===== src/rtl/instr_sequencer.sv =====
// Program sequencer: replays a stored 9-bit program to the processor over Din/run.
// Latency: start to first run is 2 cycles; each instruction takes LOAD + ISSUE + execute cycles.
// Backpressure: holds in WAIT until Done and errors after TIMEOUT idle cycles; writes/start ignored while busy.
module instr_sequencer #(
    parameter int DEPTH   = 32,
    parameter int AW      = 5,
    parameter int TIMEOUT = 15
) (
    input  logic          clk,
    input  logic          resetn,
    input  logic          prog_we,
    input  logic [AW-1:0] prog_addr,
    input  logic [8:0]    prog_data,
    input  logic [AW:0]   prog_len,
    input  logic          start,
    input  logic          Done,
    output logic [8:0]    Din,
    output logic          run,
    output logic          busy,
    output logic          finished,
    output logic          error,
    output logic [AW:0]   pc
);

    localparam int CW = (TIMEOUT < 2) ? 1 : $clog2(TIMEOUT + 1);
    localparam logic [CW-1:0] CNT_LAST = CW'(TIMEOUT - 1);
    localparam logic [AW:0]   DEPTH_W  = (AW + 1)'(DEPTH);

    typedef enum logic [2:0] {
        S_IDLE,
        S_LOAD,
        S_ISSUE,
        S_WAIT,
        S_FINISH,
        S_ERROR
    } state_t;

    state_t        state;
    logic [AW:0]   len;
    logic [CW-1:0] cnt;
    logic [8:0]    mem [DEPTH];

    logic [AW:0]   pc_inc1;
    logic [AW:0]   pc_step;
    logic [8:0]    word_cur;
    logic [8:0]    word_nxt;
    logic          is_mvi;
    logic          is_halt;

    assign pc_inc1  = pc + (AW + 1)'(1);
    assign word_cur = (pc < DEPTH_W) ? mem[pc[AW-1:0]] : 9'd0;
    assign word_nxt = (pc_inc1 < DEPTH_W) ? mem[pc_inc1[AW-1:0]] : 9'd0;
    assign is_mvi   = (word_cur[8:6] == 3'b001);
    assign is_halt  = word_cur[8];
    assign pc_step  = is_mvi ? pc + (AW + 1)'(2) : pc_inc1;

    assign run  = (state == S_ISSUE);
    assign busy = (state == S_LOAD) || (state == S_ISSUE) || (state == S_WAIT);

    // During the WAIT of an mvi the immediate is presented so it is valid when Done fires.
    always_comb begin
        Din = 9'd0;
        case (state)
            S_LOAD, S_ISSUE: Din = word_cur;
            S_WAIT:          Din = is_mvi ? word_nxt : word_cur;
            default:         Din = 9'd0;
        endcase
    end

    always_ff @(posedge clk) begin
        if (prog_we && !busy && ({1'b0, prog_addr} < DEPTH_W)) begin
            mem[prog_addr] <= prog_data;
        end
    end

    always_ff @(posedge clk) begin
        if (!resetn) begin
            state    <= S_IDLE;
            pc       <= '0;
            len      <= '0;
            cnt      <= '0;
            finished <= 1'b0;
            error    <= 1'b0;
        end else begin
            case (state)
                S_IDLE, S_FINISH, S_ERROR: begin
                    if (start) begin
                        len      <= prog_len;
                        pc       <= '0;
                        cnt      <= '0;
                        error    <= 1'b0;
                        if (prog_len == '0) begin
                            state    <= S_FINISH;
                            finished <= 1'b1;
                        end else begin
                            state    <= S_LOAD;
                            finished <= 1'b0;
                        end
                    end
                end
                S_LOAD: begin
                    if (is_halt) begin
                        state    <= S_FINISH;
                        finished <= 1'b1;
                    end else if (is_mvi && (pc_inc1 >= len)) begin
                        state <= S_ERROR;
                        error <= 1'b1;
                    end else begin
                        state <= S_ISSUE;
                    end
                end
                S_ISSUE: begin
                    cnt   <= '0;
                    state <= S_WAIT;
                end
                S_WAIT: begin
                    if (Done) begin
                        pc <= pc_step;
                        if (pc_step >= len) begin
                            state    <= S_FINISH;
                            finished <= 1'b1;
                        end else begin
                            state <= S_LOAD;
                        end
                    end else if (cnt == CNT_LAST) begin
                        // TIMEOUT WAIT cycles have elapsed with no Done.
                        state <= S_ERROR;
                        error <= 1'b1;
                    end else begin
                        cnt <= cnt + CW'(1);
                    end
                end
                default: state <= S_IDLE;
            endcase
        end
    end

endmodule


===== config.mk =====
export PLATFORM = sky130hd
export DESIGN_NAME = instr_sequencer
export DESIGN_NICKNAME = d
export VERILOG_FILES = /design/src/rtl/instr_sequencer.sv
export SDC_FILE = /design/constraint.sdc
export NUM_CORES = 1
export LEC_CHECK = 0
export ABC_AREA = 1
export CORE_MARGIN = 2
export CORE_UTILIZATION = 35
export CTS_BUF_LIST = sky130_fd_sc_hd__clkbuf_8 sky130_fd_sc_hd__clkbuf_16
export DETAILED_ROUTE_END_ITERATION = 6
export GPL_TIMING_DRIVEN = 0
export PLACE_DENSITY_LB_ADDON = 0.15
export SETUP_SLACK_MARGIN = 0.15
export SLEW_MARGIN = 20
export SYNTH_ARGS = -nofsm -noshare
export SYNTH_HDL_FRONTEND = slang
export SYNTH_SLANG_ARGS = --single-unit

===== constraint.sdc =====
create_clock -name clk -period 2.7 [get_ports clk]
set_clock_uncertainty 0.05 [all_clocks]
set_input_delay 0.54 -clock clk [delete_from_list [all_inputs] [get_ports clk]]
set_output_delay 0.54 -clock clk [all_outputs]
set_load 0.03 [all_outputs]

# == Word level (Yosys, flattened, before mapping) ==
# Memory sizes are Yosys's and may differ from the RTL's. A register that Yosys moved wholly into a read port is not among the register bits.
# Index checks and enable logic that the tools add are counted.
# totals
ff_bits,21
ram_bits,288
inputBits,25
output_inout_bits,19
elab_cells,85
mem_count,1
# classes
addsub,3
order_cmp,4
eq_ne,17
mux,36
reduce_logical,18
# memory_table
memory,words,word_bits,read_ports,rd_clocked_by_memory_dff,write_ports,line,rtl
mem,32,9,2,1,1,41,logic [8:0] mem [DEPTH];
# op_table
operator,n
9-bit two-way mux,3
3-bit two-way mux,7
6-bit two-way mux,3
9-bit case mux with 2 select lines,1
6-bit greater-or-equal comparator,2
"6-bit < comparator, second input constant",2
1-bit two-way mux,12
4-bit two-way mux,3
"2-bit inequality test, second input constant",6
3-bit case mux with 4 select lines,1
4-bit case mux with 3 select lines,1
6-bit case mux with 2 select lines,1
5-bit two-way mux,2
"6-bit by 1-bit adder with 6-bit output, second input constant",1
"6-bit by 2-bit adder with 6-bit output, second input constant",1
"3-bit by 1-bit == test with 1-bit output, second input constant",2
"3-bit by 2-bit == test with 1-bit output, second input constant",2
"3-bit == test, second input constant",2
6-bit logical NOT,1
"2-bit by 1-bit inequality test with 1-bit output, second input constant",3
1-bit case mux with 3 select lines,2
6-bit AND reduction,1
3-bit nonzero test,2
5-bit AND reduction,1
other kinds (13),16

# == Depth between registers and ports, before layout ==
# Gate-level depths: netlist (run 1).
# logic_depth
depth_word,8
ltp_mapped,28
depth_no_buf,26

# == Worst setup path after synthesis (run 1) ==
# No wires, ideal clock.
# synth_timing
kind,flip-flop to output port
start,reg pc[0]
end,out Din[8]
arrival_ps,2615
t_required_ps,2110
path_slack_ps,-505
stages_incl_launch_ff,9
path_buffers,2
cell_sequence,dfxtp_1 > buf_2 > clkinv_1 > buf_2 > nor3_1 > xor2_1 > nor2_1 > nand2_1 > o32ai_1
# synth_between
elab_chain_len,5
elab_cells_between_ends,9
cone_classes,add/sub (1); order compare (2); eq/ne (1); mux (4); memory (1)
# synth_lines
element,line,rtl
start: declaration,22,output logic [AW:0] pc
start signal: assignment,118,pc <= pc_step;
6-bit by 1-bit adder with 6-bit output or 6-bit < comparator (tied branches),"50, 51",
memory 32 x 9 bit (tied with other cells),--,
9-bit two-way mux or 3-bit by 1-bit == test with 1-bit output (tied branches),"52, 53",
9-bit two-way mux,65,S_WAIT: Din = is_mvi ? word_nxt : word_cur;
9-bit case mux with 2 select lines (*),63,case (state)
end: declaration,17,"output logic [8:0] Din,"
# Every way passes the cells marked *; elsewhere a longest branch is shown, timed or not.

# == Worst setup path after layout (run 1) ==
# layout_timing
start,reg pc[0]
end,out Din[4]
# Same word-level chain as after synthesis.

==> summary.txt, run 1 <==
Hold Vio Cnt, Final = 0
Avg Inst Size Synth = 9.42 um2
library cells used by synthesis = 43
vias = 15000
crit path from = pc[0]
initial antenna violation count = 1
layout cells sized above 1 = 24.4%
number of synthesized flops with an enable pin = 288
setup TNS = -22.90 ns
GRT Util Overall = 29.1%
leakage power = 7.90 nW
fin. max-slew vios = 0
clock tree buffer depth = 3
Synth Flop Type = edfxtp_1
DRT Pass-1 Iters = 6
vias in the first global route = 14200
flops & latches, synth = 314
sequential area share after synthesis = 57.1%
I/O Buffers = 43
r2r setup slk = -0.78 ns
Routed wire per std cell = 27.9 um
Slew HR = 21.2%
Pwr Total = 12.2 mW
die width = 218 um
Syn. warnings = 0
clock root cell = clkbuf_16
clock-pin slew on the worst setup and hold paths = 0.06 ns
Max-Cap Viols = 0
total grt overflow = 0
failing checks = negative setup slack
Clock Sinks = 314
global-route wire length before repair = 99100 um
hold_sp = finished
drt drc = 0
Worst Hold Class = register to register
final worst slack = -0.845 ns
final count of negative-setup-slack endpoints = 174
PD cells = 568 nW/um2
Via-to-Cell Ratio = 5.98
syn_nets = 1744
Die ar. = 47600 um2
hold_buf cts = 0
remaining antenna violation count = 0
Iter 0 DRT Violations = 2032
fmax = 282 MHz
nets@finish = 1931
cts bufs inserted = 37
WP data arrival = 2.95 ns
Critical Path RT = 2.11 ns
Fillers = 4153
Worst-Skew Late Latency = 0.56 ns
critical path class = register to output port
ys async rst share = 0%
# IOs = 44
CTS tree = yes
GPL Wtd Cong = 0.966
largest net degree at the start of global routing = 33
Peak VDD IR = 0.466 mV
Final Util = 47.7%
Worst Setup Start Kind = register
Die Height = 218 um
Slew @ Worst Pin = 1.18 ns
Post-Syn Area = 16100 um2
Core Box Area = 45300 um2
area delta synth->final = 34.4%
post-synthesis cell count = 1703
Setup WS pre-CTS = -1.49 ns
Min Clock Period, post-route = 3.54 ns
post-DP HPWL = 46100 um
Crit. End Element = output port
largest fanout on the critical path = 10
H-tree levels = 2
Rows = 78
share of the clock period used by the worst path = 131%
outcome = finished with violations
RSZ-0062 raised after global routing = yes
initial core utilization = 35.4%
routed wire length = 70200 um
==> layout by cell type, fill, tap and decap left out, types with 43 or more instances in the layout <==
cell | synthesis | final
nand2_1 | 195 | 165
clkbuf_16 | 0 | 43
nand3_1 | 144 | 117
nor2_1 | 271 | 229
a21oi_1 | 79 | 72
edfxtp_1 | 288 | 288
inv_1 | 98 | 91
buf_4 | 5 | 62
buf_12 | 0 | 61
o21ai_0 | 247 | 226
o211ai_1 | 85 | 85
==> worst max-delay path: stages, from the launching register on <==
cell and delay, ns:
dfxtp_4 0.38, ha_4 0.19, xnor2_4 0.33, buf_2 0.43, o221ai_1 0.23, o211ai_1 0.13
nand3_1 0.16, nand3_1 0.13, o211ai_1 0.11, nand2_2 0.13, inv_2 0.04, buf_6 0.13
==> metrics by stage <==
step           hold WS (ns)  std cells  area (um2)
2_1_floorplan         0.407       1703       16100
3_3_place_gp          0.408       2346       17300
3_5_place_dp          0.413       2346       17300
4_1_cts               0.427       2495       21100
5_1_grt               0.451       2516       21600
6_report              0.426       2517       21600
==> final timing paths <==
| path | endpoint | cells after the start |
|---|---|---|
| worst max-delay path | Din[4] | 11 |
| worst min-delay path | finished | 1 |
| worst max register to register | state[0] | 28 |
| worst min register to register | finished | 1 |
==> final cells by class <==
cell class | count | area [um2] | share of cell area, %
antenna | 1 | 2.50 | 0.0116
buffer | 121 | 1300 | 6.04
clock buffer | 40 | 990 | 4.59
clock inverter | 25 | 307 | 1.42
inverter | 105 | 437 | 2.02
multi-input combinational | 1163 | 6720 | 31.1
sequential | 314 | 9190 | 42.6
tap | 600 | 751 | 3.48
timing repair buffer | 147 | 1880 | 8.71
timing repair inverter | 1 | 5.00 | 0.0232
==> kinds of logic (layout without fill, tap and decap cells) <==
family | Yosys count | count (layout) | share of synthesized area, %
xor gates and xnor gates | 7 | 7 | 0.382
buffers and inverters | 226 | 439 | 6.38
and+or+nand+nor | 624 | 624 | 16.0
other | 0 | 1 | 0
DFF | 314 | 314 | 57.1
adders and majority gates | 16 | 16 | 1.25
AOI/OAI and AO/OA | 516 | 516 | 18.8
==> cell usage after synthesis (13+ instances only) <==
library cell | instances | area [um2]
nand3_1 | 144 | 721
buf_6 | 13 | 146
clkbuf_1 | 65 | 244
o21ai_0 | 247 | 1240
o22ai_1 | 29 | 181
nor2_1 | 271 | 1020
dfxtp_1 | 26 | 521
o21ai_1 | 22 | 110
o221ai_1 | 36 | 315
inv_1 | 98 | 368
nand2_1 | 195 | 732
ha_1 | 16 | 200
edfxtp_1 | 288 | 8650
a21oi_1 | 79 | 395
o211ai_1 | 85 | 638
buf_2 | 32 | 160
==> registers in the layout (all words and copies together) (netlist names), named ones only <==
register / count
cnt: 4
error: 1
finished: 1
len: 6
mem: 288
pc: 6
state: 3
==> what timing repair did <==
item | 4_1_cts | 5_1_grt
buffers inserted | 77 | 20
gates resized for setup | 442 | 83
hold endpoints to repair | 0 | 0
pin swaps | 90 | 54
gates cloned | 7 | 1
setup endpoints to repair | 315 | 269
==> where the power goes <==
group	switching (mW)	total [mW]	internal [mW]
Sequential	0.0392	5.42	5.38
Combinational	0.916	1.42	0.500
Clock	2.10	5.41	3.31
Total	3.06	12.2	9.19
==> per-layer routing <==
metal	routed length [um]	up-vias	GRT usage, %
li1	-	6510	-
met1	27900	7314	38.9
met3	7420	211	5.53
met2	31300	1006	45.6
met5	0	-	0
met4	3580	0	14.0
No activity file was read; power rests on OpenSTA's default activity.
==> run 2: changes to the inputs <==
Settings changed: CAP_MARGIN set to 15, CORE_UTILIZATION 35 to 56, SLEW_MARGIN 20 to unset.
==> run 2 against run 1 <==
The flow still finishes with violations (negative setup slack). Critical path depth up 3. Core utilization up 27 points. Setup slack worse by 0.041 ns. Combinational power about the same.
==> summary.txt, run 2 (synthesized netlist as in run 1, its figures left out) <==
CTS tree = yes (unchanged)
Crit. End Element = output port (unchanged)
nets@finish = 1928 (was 1931)
Rows = 61 (was 78)
hold_buf cts = 0 (unchanged)
DR top layer = met4 (unchanged)
cell area after layout = 20800 um2 (was 21600 um2)
I/O Buffers = 43 (unchanged)
Clock Sinks = 314 (unchanged)
H-tree levels = 2 (unchanged)
Slew @ Worst Pin = 1.28 ns (was 1.18 ns)
GRT Util Overall = 42.8% (was 29.1%)
global-route wire length before repair = 94300 um (was 99100 um)
met3 wire length = 10500 um (was 7420 um)
setup TNS = -9.84 ns (was -22.90 ns)
leakage power = 7.71 nW (was 7.90 nW)
DRT Pass-1 Iters = 7 (was 6)
Slew HR = 14.5% (was 21.2%)
max reg flops = 288 (unchanged)
initial core utilization = 57.3% (was 35.4%)
PD cells = 566 nW/um2 (was 568 nW/um2)
largest fanout on the critical path = 10 (unchanged)
cell area after placement = 17300 um2 (about the same)
layout cells sized above 1 = 23.7% (was 24.4%)
die width = 173 um (was 218 um)
fin. max-slew vios = 0 (unchanged)
RSZ-0062 raised after global routing = yes (unchanged)
dpl cells = 2142 (was 2346)
Setup WS pre-CTS = -1.50 ns (was -1.49 ns)
Iter 0 DRT Violations = 3436 (was 2032)
fmax = 279 MHz (was 282 MHz)
routed wire length = 66900 um (was 70200 um)
Final Util = 74.3% (was 47.7%)
clock tree buffer depth = 3 (unchanged)
critical path class = register to output port (unchanged)
most frequent cells in the layout = edfxtp_1, o21ai_0, nor2_1 (was edfxtp_1, nor2_1, o21ai_0)
Pwr Total = 11.8 mW (was 12.2 mW)
fin cells = 2293 (was 2517)
area delta synth->final = 29.7% (was 34.4%)
Reg with most FFs = mem (unchanged)
top flop regs = mem (288), len (6), pc (6) (unchanged)
most common library cell in the layout ignoring fill and taps = edfxtp_1 (unchanged)
n_diodes = 0 (was 1)
clock-pin slew on the worst setup and hold paths = 0.06 ns (about the same)
Worst Hold Class = register to register (unchanged)
initial antenna violation count = 0 (was 1)
# IOs = 44 (unchanged)
Via-to-Cell Ratio = 6.97 (was 5.98)
Peak VDD IR = 0.749 mV (was 0.466 mV)
GPL Wtd Cong = 1.00 (was 0.966)
final worst slack = -0.885 ns (was -0.845 ns)
Met1 Wirelength = 23500 um (was 27900 um)
routed wl met2 = 28100 um (was 31300 um)
final count of negative-setup-slack endpoints = 14 (was 174)
vias in the first global route = 14700 (was 14200)
drt drc = 0 (unchanged)
Die Height = 173 um (was 218 um)
Die ar. = 30000 um2 (was 47600 um2)
WHS = 0.416 ns (was 0.426 ns)
failing checks = negative setup slack (unchanged)
vias = 16000 (was 15000)
outcome = finished with violations (unchanged)
clock root cell = clkbuf_16 (unchanged)
Core Box Area = 28000 um2 (was 45300 um2)
largest net degree at the start of global routing = 33 (unchanged)
Hold Vio Cnt, Final = 0 (unchanged)
share of the clock period used by the worst path = 133% (was 131%)
Fillers = 1866 (was 4153)
Critical Path RT = 2.11 ns (about the same)
Routed wire per std cell = 29.2 um (was 27.9 um)
Worst Setup Start Kind = register (unchanged)
post-DP HPWL = 43100 um (was 46100 um)
WP data arrival = 3.00 ns (was 2.95 ns)
Worst-Skew Late Latency = 0.54 ns (was 0.56 ns)
cts bufs inserted = 36 (was 37)
Min Clock Period, post-route = 3.59 ns (was 3.54 ns)
total grt overflow = 0 (unchanged)
Max-Cap Viols = 0 (unchanged)
remaining antenna violation count = 0 (unchanged)
-- run 2: cell count changes in the layout (fill, tap and decap cells not counted), moves of 6 or more --
cell	delta
nand2_1	+8
buf_12	-27
buf_2	-8
nand2_2	-6
clkdlybuf4s50_1	+8
buf_6	+11
buf_4	+12
-- run 2: area by class of cell --
class / instances / area, um2 / area share, %
multi-input cells: 1164 / 6660 / 32.0
repair buffers: 145 / 1650 / 7.92
clock inverters: 28 / 236 / 1.14
inverters: 105 / 443 / 2.13
well taps: 378 / 473 / 2.27
flip-flops and latches: 314 / 9190 / 44.1
plain buffers: 121 / 1230 / 5.92
clock buffers: 38 / 940 / 4.51
-- run 2: metal layers --
metal | track usage [%] | vias up
met5 | 0 | -
met3 | 12.0 | 426
met1 | 58.0 | 7425
met4 | 21.1 | 0
met2 | 63.8 | 1621
li1 | - | 6500
-- run 2: worst max-delay path, stage by stage (launching register included) --
cell,delay [ns]
dfxtp_1,0.48
inv_1,0.22
clkbuf_4,0.33
nand2_1,0.15
nand3_2,0.15
nand3_4,0.14
nand2_4,0.09
nor2_8,0.14
buf_6,0.14
clkinv_8,0.07
nand2_8,0.09
o211ai_1,0.11
nand2_1,0.15
inv_2,0.05
buf_6,0.13
-- run 2: path summary, 6_finish.rpt --
path,from,endpoint,slack [ns],cells past startpoint
min,finished,finished,0.42,1
max reg2reg,register,state[2],-0.75,20
min reg2reg,finished,finished,0.42,1
max,register,Din[1],-0.89,14
-- run 2: power breakdown --
group	internal, mW	total [mW]	switching [mW]
combinational	0.506	1.43	0.923
clock	2.83	4.94	2.11
sequential	5.38	5.42	0.0410
-- run 2: repair_timing --
action	CTS	global route
pin swaps	50	71
setup buffers	42	38
resized for setup	382	133
gates cloned	2	1
endpoints found under the setup margin	314	245
==> run 3: changes to the inputs <==
Settings changed: GPL_TIMING_DRIVEN 0 to unset.
==> run 3 against run 2 <==
The flow finishes with violations (design-rule violations, negative setup slack). Via count is 8.0% lower. Register-to-register slack hardly changed. Sequential share of layout area is 1.7 points higher. Combinational power is 10% lower. Fmax is 0.51% lower. Non-clock buffer count is 8 lower. Clock power is 8.1% lower. Total power is 4.7% lower. Sequential power hardly changed. Flip-flop and latch count stayed put.
==> summary.txt, run 3 (synthesized netlist as in run 1, its figures left out) <==
post-DP HPWL = 33400 um (was 43100 um)
remaining antenna violation count = 0 (unchanged)
Pwr Total = 11.2 mW (was 11.8 mW)
Fillers = 2000 (was 1866)
Peak VDD IR = 0.489 mV (was 0.749 mV)
critical path class = register to output port (unchanged)
Cell Int Power = 8.45 mW (was 8.72 mW)
Max-Cap Viols = 0 (unchanged)
PD cells = 561 nW/um2 (was 566 nW/um2)
die width = 173 um (unchanged)
area delta synth->final = 24.8% (was 29.7%)
# IOs = 44 (unchanged)
Reg with most FFs = mem (unchanged)
Worst-Skew Late Latency = 0.53 ns (was 0.54 ns)
Die Height = 173 um (unchanged)
Logic pwr share = 11.4% (was 12.1%)
Final Util = 71.5% (was 74.3%)
DRT Pass-1 Iters = 7 (unchanged)
clock share of power = 40.4% (was 41.9%)
global-route wire length before repair = 79800 um (was 94300 um)
initial antenna violation count = 0 (unchanged)
Die ar. = 30000 um2 (unchanged)
outcome = finished with violations (unchanged)
Crit. End Element = output port (unchanged)
Sequential Power Share = 48.2% (was 46.0%)
Sw Ratio = 24.8% (was 26.1%)
H-tree levels = 2 (unchanged)
CTS tree = yes (unchanged)
WHS = 0.430 ns (was 0.416 ns)
Worst Setup Start Kind = register (unchanged)
dpl cells = 2191 (was 2142)
Iter 0 DRT Violations = 2263 (was 3436)
clock tree buffer depth = 3 (unchanged)
most frequent cells in the layout = edfxtp_1, nor2_1, o21ai_0 (was edfxtp_1, o21ai_0, nor2_1)
fin cells = 2284 (was 2293)
max reg flops = 288 (unchanged)
largest net degree at the start of global routing = 67 (was 33)
largest fanout on the critical path = 16 (was 10)
fmax = 277 MHz (was 279 MHz)
final count of negative-setup-slack endpoints = 12 (was 14)
Core Box Area = 28000 um2 (unchanged)
GPL Wtd Cong = 0.951 (was 1.00)
sequential cell area = 9190 um2 (about the same)
Setup WS pre-CTS = -0.710 ns (was -1.50 ns)
nets@finish = 1920 (was 1928)
n_diodes = 0 (unchanged)
Min Clock Period, post-route = 3.60 ns (was 3.59 ns)
Multi-input gate area = 6200 um2 (was 6660 um2)
Critical Path RT = 2.11 ns (about the same)
Hold Vio Cnt, Final = 0 (unchanged)
Slew @ Worst Pin = 0.436 ns (was 1.28 ns)
Routed wire per std cell = 23.3 um (was 29.2 um)
failing checks = design-rule violations, negative setup slack (was negative setup slack)
layout cells sized above 1 = 19.6% (was 23.7%)
hold_buf cts = 0 (unchanged)
Via-to-Cell Ratio = 6.43 (was 6.97)
initial core utilization = 57.3% (unchanged)
top flop regs = mem (288), len (6), pc (6) (unchanged)
drt drc = 2 (was 0)
total grt overflow = 0 (unchanged)
vias in the first global route = 14200 (was 14700)
Clock Sinks = 314 (unchanged)
net switching power = 2.79 mW (was 3.07 mW)
fin. max-slew vios = 0 (unchanged)
clock-pin slew on the worst setup and hold paths = 0.06 ns (about the same)
Rows = 61 (unchanged)
Slew HR = 71.0% (was 14.5%)
most common library cell in the layout ignoring fill and taps = edfxtp_1 (unchanged)
routed wire length = 53200 um (was 66900 um)
vias = 14700 (was 16000)
clock root cell = clkbuf_16 (unchanged)
share of the clock period used by the worst path = 133% (about the same)
WP data arrival = 3.01 ns (was 3.00 ns)
cts bufs inserted = 36 (unchanged)
final worst slack = -0.904 ns (was -0.885 ns)
leakage power = 7.49 nW (was 7.71 nW)
RSZ-0062 raised after global routing = yes (unchanged)
GRT Util Overall = 34.7% (was 42.8%)
I/O Buffers = 43 (unchanged)
Worst Hold Class = register to register (unchanged)
[run 3: what timing repair did]
| action | CTS | global route |
|---|---|---|
| cloned | 5 | 4 |
| gates resized for setup | 69 | 68 |
| setup endpoints to repair | 16 | 26 |
| buffers inserted | 13 | 6 |
| pin swaps | 24 | 39 |
[run 3: metal layers]
metal | global-route usage, % | wire length, um | up-vias
met3 | 7.24 | 6960 | 191
li1 | - | - | 6472
met4 | 16.9 | 2710 | 0
met5 | 0 | 0 | -
met1 | 47.7 | 20200 | 6933
met2 | 52.8 | 23400 | 1098
[run 3: final cells by class]
type	instances	area share, %
sequential	314	45.8
inverter	105	2.13
clock buffer	37	4.62
timing repair buffer	258	13.2
timing repair inverter	1	0.150
clock inverter	28	0.768
multi-input combinational	1163	30.9
tap	378	2.36
[run 3: power groups by stage]
stage / Clock, mW / Combinational (mW) / Sequential, mW
floorplan: 0 / 0.582 / 5.52
global placement: 0 / 1.08 / 5.51
detailed placement: 0 / 1.10 / 5.51
CTS: 4.54 / 1.20 / 5.41
global route: 4.72 / 1.37 / 5.42
finish: 4.54 / 1.28 / 5.41
[run 3: worst paths after layout]
check / from / endpoint / slack (ns) / cells after the start
setup reg to reg: register / finished / -0.75 / 25
hold / removal: error / error / 0.43 / 2
setup / recovery: register / Din[4] / -0.90 / 14
hold reg to reg: error / error / 0.43 / 2
[run 3: through the flow]
| step | TNS [ns] | cell area [um2] |
|---|---|---|
| 4_1_cts | -8.34 | 19600 |
| 6_report | -9.31 | 20000 |
| 2_1_floorplan | -0.493 | 16100 |
| 5_1_grt | -10.42 | 20000 |
| 3_3_place_gp | -4.51 | 18000 |
| 3_5_place_dp | -5.33 | 18000 |
[run 3: worst max-delay path: stages (launching register included)]
cell       delay (ns)
dfxtp_4          0.41
buf_8            0.15
buf_12           0.13
clkinv_16        0.08
buf_4            0.20
a21oi_1          0.17
o21ai_1          0.11
o211ai_1         0.12
nand3_1          0.16
nand3_2          0.17
nand3_1          0.15
o211ai_1         0.25
nand2_1          0.16
inv_2            0.08
buf_6            0.12
